[src/rtl/fifo_stream_reader_pkg.sv]
// rtl/fifo_stream_reader_pkg.sv - shared limits and helpers for the FIFO stream reader
package fifo_stream_reader_pkg;

  localparam int MAX_READ_LATENCY = 3;

  function automatic bit params_legal(input int read_latency, input int buf_depth);
    return (read_latency >= 0) && (read_latency <= MAX_READ_LATENCY) &&
           (buf_depth >= read_latency + 1);
  endfunction

  function automatic int wrap_inc(input int idx, input int depth);
    return (idx == depth - 1) ? 0 : idx + 1;
  endfunction

endpackage

[src/rtl/stream_buf.sv]
// rtl/stream_buf.sv - flop-based circular queue with push/pop, count and valid
// Popping while empty is ignored; the caller guarantees push never hits a full queue.
module stream_buf
  import fifo_stream_reader_pkg::*;
#(
  parameter int DATA_WIDTH = 32,
  parameter int DEPTH      = 3
) (
  input  logic                  clk,
  input  logic                  rst,
  input  logic                  push,
  input  logic [DATA_WIDTH-1:0] push_data,
  input  logic                  pop,
  output logic [DATA_WIDTH-1:0] data,
  output logic                  valid
);
  localparam int IW = (DEPTH > 1) ? $clog2(DEPTH) : 1;
  localparam int CW = $clog2(DEPTH + 1);

  logic [DATA_WIDTH-1:0] mem [DEPTH];
  logic [IW-1:0]         wr_idx;
  logic [IW-1:0]         rd_idx;
  logic [CW-1:0]         count;
  logic                  do_pop;

  assign valid  = (count != '0);
  assign do_pop = pop & valid;
  assign data   = mem[rd_idx];

  always_ff @(posedge clk or posedge rst) begin
    if (rst) begin
      wr_idx <= '0;
      rd_idx <= '0;
      count  <= '0;
    end else begin
      if (push) begin
        wr_idx <= IW'(wrap_inc(int'(wr_idx), DEPTH));
      end
      if (do_pop) begin
        rd_idx <= IW'(wrap_inc(int'(rd_idx), DEPTH));
      end
      case ({push, do_pop})
        2'b10:   count <= count + 1'b1;
        2'b01:   count <= count - 1'b1;
        default: count <= count;
      endcase
    end
  end

  // Storage is deliberately left out of reset; count gates every read.
  always_ff @(posedge clk) begin
    if (push) begin
      mem[wr_idx] <= push_data;
    end
  end

endmodule

[src/rtl/fifo_stream_reader.sv]
// rtl/fifo_stream_reader.sv - drains an upstream sync FIFO into a valid/ready stream
// Credits bound popped-but-unaccepted words, so the output buffer can never overflow.
module fifo_stream_reader
  import fifo_stream_reader_pkg::*;
#(
  parameter int DATA_WIDTH   = 32,
  parameter int READ_LATENCY = 1,
  parameter int BUF_DEPTH    = READ_LATENCY + 2
) (
  input  logic                           clk_i,
  input  logic                           rst_i,
  input  logic                           en_i,
  input  logic                           fifo_empty_i,
  input  logic [DATA_WIDTH-1:0]          fifo_data_i,
  output logic                           fifo_pop_o,
  output logic                           m_valid_o,
  input  logic                           m_ready_i,
  output logic [DATA_WIDTH-1:0]          m_data_o,
  output logic [$clog2(BUF_DEPTH+1)-1:0] inflight_o
);
  localparam int CW = $clog2(BUF_DEPTH + 1);

  if (!params_legal(READ_LATENCY, BUF_DEPTH)) begin : g_bad_params
    $error("fifo_stream_reader: READ_LATENCY must be 0..%0d and BUF_DEPTH >= READ_LATENCY+1",
           MAX_READ_LATENCY);
  end

  logic [CW-1:0] inflight;
  logic          has_credit;
  logic          accept;
  logic          land;

  assign has_credit = (inflight != CW'(BUF_DEPTH));
  assign accept     = m_valid_o & m_ready_i;
  assign fifo_pop_o = en_i & ~fifo_empty_i & has_credit & ~rst_i;
  assign inflight_o = inflight;

  always_ff @(posedge clk_i or posedge rst_i) begin
    if (rst_i) begin
      inflight <= '0;
    end else begin
      case ({fifo_pop_o, accept})
        2'b10:   inflight <= inflight + 1'b1;
        2'b01:   inflight <= inflight - 1'b1;
        default: inflight <= inflight;
      endcase
    end
  end

  // Tag pipe mirrors the FIFO read latency so data lands exactly when it is valid.
  if (READ_LATENCY == 0) begin : g_show_ahead
    assign land = fifo_pop_o;
  end else begin : g_tag_pipe
    logic [READ_LATENCY-1:0] vpipe;

    always_ff @(posedge clk_i or posedge rst_i) begin
      if (rst_i) begin
        vpipe <= '0;
      end else begin
        vpipe[0] <= fifo_pop_o;
        for (int i = 1; i < READ_LATENCY; i++) begin
          vpipe[i] <= vpipe[i-1];
        end
      end
    end

    assign land = vpipe[READ_LATENCY-1];
  end

  stream_buf #(
    .DATA_WIDTH(DATA_WIDTH),
    .DEPTH     (BUF_DEPTH)
  ) u_buf (
    .clk      (clk_i),
    .rst      (rst_i),
    .push     (land),
    .push_data(fifo_data_i),
    .pop      (m_ready_i),
    .data     (m_data_o),
    .valid    (m_valid_o)
  );

endmodule

[config.mk]
export PLATFORM = sky130hd
export DESIGN_NAME = fifo_stream_reader
export DESIGN_NICKNAME = d
export VERILOG_FILES = /design/src/rtl/fifo_stream_reader_pkg.sv /design/src/rtl/stream_buf.sv /design/src/rtl/fifo_stream_reader.sv
export SDC_FILE = /design/constraint.sdc
export NUM_CORES = 1
export LEC_CHECK = 0
export CAP_MARGIN = 20
export CELL_PAD_IN_SITES_DETAIL_PLACEMENT = 1
export CELL_PAD_IN_SITES_GLOBAL_PLACEMENT = 1
export CORE_ASPECT_RATIO = 1.25
export CORE_MARGIN = 4
export CORE_UTILIZATION = 30
export DETAILED_ROUTE_END_ITERATION = 8
export PLACE_DENSITY_LB_ADDON = 0.2
export REMOVE_ABC_BUFFERS = 1
export SYNTH_ARGS = -nofsm -noshare
export SYNTH_HDL_FRONTEND = slang
export SYNTH_SLANG_ARGS = --single-unit
export TNS_END_PERCENT = 10
[constraint.sdc]
create_clock -name clk_i -period 5 [get_ports clk_i]
set_input_delay 0.5 -clock clk_i [delete_from_list [all_inputs] [get_ports clk_i]]
set_output_delay 0.5 -clock clk_i [all_outputs]
set_load 0.05 [all_outputs]
==> run_results.csv <==
group,metric,value,unit
clocking,cts_max_path_buffers,2,
sta,period_minus_slack,2901,ps
yosys,synth_flop_cell,"edfxtp_1",
global_routing,use_met3,0.02329,
yosys,ys_types,22,
clocking,cts.reportedPaths.clkPinSlew,70,ps
global_routing,grt_max_degree,39,
sta,rsz0062_at_grt,"no",
worst_setup_path,worstPathRequired,4500,ps
clocking,cts_resized,0,
pwr,vdd.ir_drop.worst,0.2205,mV
placement,io_buffers,72,
drt,wirelength,7762,um
floorplan,start_util,0.3046,
sta,hold_viol,0,
sta,setup_viol,0,
yosys,syn_area_per_cell,16.51,um2
sta,relSlewSlack,0.4070,
status,outcome,"complete, no violations",
global_routing,antenna_found_initial,0,
worst_setup_path,endpoint_kind,"output port",
yosys,yosysWarnings,0,
final_layout,stdcell_count,495,
floorplan,io_pins,73,
drt,routedWlPerCell,15.68,um
clocking,root_buffer,"clkbuf_16",
sta,worstMarginPinSlew,889.5,ps
sta,fin_crit_sh,0.5801,
floorplan,die_x,111.4,um
drt,via_per_inst,4.414,
worst_setup_path,path_cells,"buf_12, nand2_1, o21ai_1, clkdlybuf4s50_1",
worst_setup_path,arrival,2400,ps
floorplan,coreArea,13170,um2
drt,drc,0,
global_routing,overflow,0,
placement,hpwlAfterDp,4744,um
global_routing,grtUsageTotal,0.1081,
pwr,p_leak,0.001787,uW
final_layout,layout.area.seq,3110,um2
final_layout,diodes,0,
floorplan,dieArea,15300,um2
global_routing,grt_pass1_vias,2314,
yosys,synth-seq-cells,105,
worst_setup_path,ff2ff_path_depth,2,
drt,vias,2185,
floorplan,fp-row-count,47,
global_routing,grt.busiest_layer,"met2",
yosys,async_flop_share,0.08571,
worst_setup_path,rrSetupSlack,3280,ps
pwr,p_per_area,578.4,nW/um2
sta,fmax,344.7,MHz
worst_setup_path,slowest_delay,840,ps
yosys,yosysSeqAreaShare,0.7746,
placement,gp_congestion,0.6520,
sta,drv_slew,0,
clocking,cts_tree,"yes",
yosys,synth_enable_flop_cells,96,
drt,drt_pre_antenna_iters,4,
global_routing,use_met1,0.1259,
worst_setup_path,startpoint_type,"flip-flop",
global_routing,grt_util_met2,0.1851,
drt,detail-route-antenna-nets,0,
sta,fin_skew,6.034,ps
worst_setup_path,path_class,"flip-flop to output port",
min_path,hold_class,"primary input to async pin",
clocking,cts_sinks,105,
yosys,synthCells,243,
worst_setup_path,crit_slowest_cell,"clkdlybuf4s50_1",
clocking,worstSkewPairLatency,340,ps
final_layout,nets,358,
drt,drt-initial-drc-count,58,
job,cap_violations,0,
final_layout,fillCellCount,1374,
clocking,numCtsBuffers,9,
clocking,cts_setup_buffers,0,
final_layout,layout-drive-gt1-share,0.07099,
worst_setup_path,critPathMaxFanout,38,
global_routing,grt_pass1_wl,12540,um
final_layout,multi_input_area,797.0,um2
sta,final.setup.tns,0,ps
floorplan,die_y,137.3,um
final_layout,area_growth,30.50,%
clocking,cts_hold_buf,0,
clocking,h-tree-depth,3,
placement,placedCellCount,476,
yosys,syn_area,4013,um2
area by class of cell:
class	count	share of cell area
tap	171	0.04086
inverter	5	0.003584
clock inverter	6	0.01123
sequential	105	0.5940
timing repair buffer	76	0.1544
multi-input combinational	122	0.1522
clock buffer	10	0.04373
per-stage QoR:
step	setup slack, ps	hold WS, ps	area, um2	util	total power [uW]
3_3_place_gp	2098	469.5	4861	0.3690	2354
6_report	2099	459.5	5236	0.3975	3029
2_1_floorplan	2295	327.9	3908	-	1947
5_1_grt	1905	491.7	5236	0.3975	3188
4_1_cts	1695	477.7	5169	0.3924	3069
3_5_place_dp	2096	483.2	4881	0.3705	2381
cell usage after synthesis, types with 2 or more instances:
library cell / count / area, um2
nand2b_1: 2 / 12.51
a21o_1: 3 / 22.52
xnor2_1: 4 / 35.03
clkbuf_1: 3 / 11.26
nand2_1: 34 / 127.6
buf_2: 3 / 15.01
buf_12: 3 / 60.06
dfrtp_1: 9 / 225.2
o21ai_1: 33 / 165.2
nor2_1: 5 / 18.77
edfxtp_1: 96 / 2883
inv_1: 5 / 18.77
xor2_1: 2 / 17.52
mux2i_1: 32 / 320.3
ha_1: 2 / 25.02
metal layers:
metal	part of all wire	vias to the layer above
met5	0	-
met4	0.020	0
met3	0.036	11
met2	0.52	43
met1	0.42	1080
li1	-	1051
registers in the layout, summed over array words and instances, names as in the netlist:
signal	cells
u_buf.wr_idx	2
u_buf.count	2
inflight_o	2
u_buf.rd_idx	2
g_tag_pipe.vpipe	1
u_buf.mem	96
cells by family (layout without fill, tap and decap cells):
logic type	after synthesis	in the layout	synth area share
multiplexers	32	32	0.07983
flip-flops	105	105	0.7746
AND/OR/NAND/NOR	45	45	0.04646
buffers and inverters	16	97	0.03087
adder cells (fa/ha/maj)	2	2	0.006235
AO/OA/AOI/OAI	37	37	0.04896
XOR/XNOR	6	6	0.01310
worst paths after layout:
| kind | end | from |
|---|---|---|
| worst max-delay path | m_data_o[23] | u_buf.rd_idx[1]$_DFFE_PP0P_ |
| worst min-delay path | u_buf.count[0]$_DFFE_PP0P_ | rst_i |
| worst max register to register | u_buf.mem[2][11]$_DFFE_PP_ | u_buf.wr_idx[0]$_DFFE_PP0P_ |
| worst min register to register | u_buf.wr_idx[1]$_DFFE_PP0P_ | u_buf.wr_idx[1]$_DFFE_PP0P_ |
| max in group asynchronous | u_buf.rd_idx[1]$_DFFE_PP0P_ | rst_i |
| min in group clk_i | u_buf.wr_idx[1]$_DFFE_PP0P_ | u_buf.wr_idx[1]$_DFFE_PP0P_ |
critical path: cells and delay by family (launching register included):
kind                   cells  cell delay (ps)
flip-flops                 1              740
AND/OR/NAND/NOR            1               60
buffers and inverters      2             1120
AO/OA/AOI/OAI              1              130
placed cells by master (no fill, tap or decap), types with 3 or more instances in the layout:
master,n
buf_12,3
clkbuf_16,9
mux2i_1,32
clkdlybuf4s50_1,72
o21ai_1,33
nand2_1,34
a21o_1,3
clkinv_1,3
xnor2_1,4
dfrtp_1,7
nor2_1,3
edfxtp_1,96
inv_1,5
where the power goes:
group / leakage, uW / switching, uW / total [uW] / internal (uW)
logic: 0.000673 / 790 / 1230 / 442
clock network: 0.000139 / 292 / 677 / 385
registers: 0.000975 / 80.1 / 1120 / 1040
No activity file was read; power rests on OpenSTA's default activity.
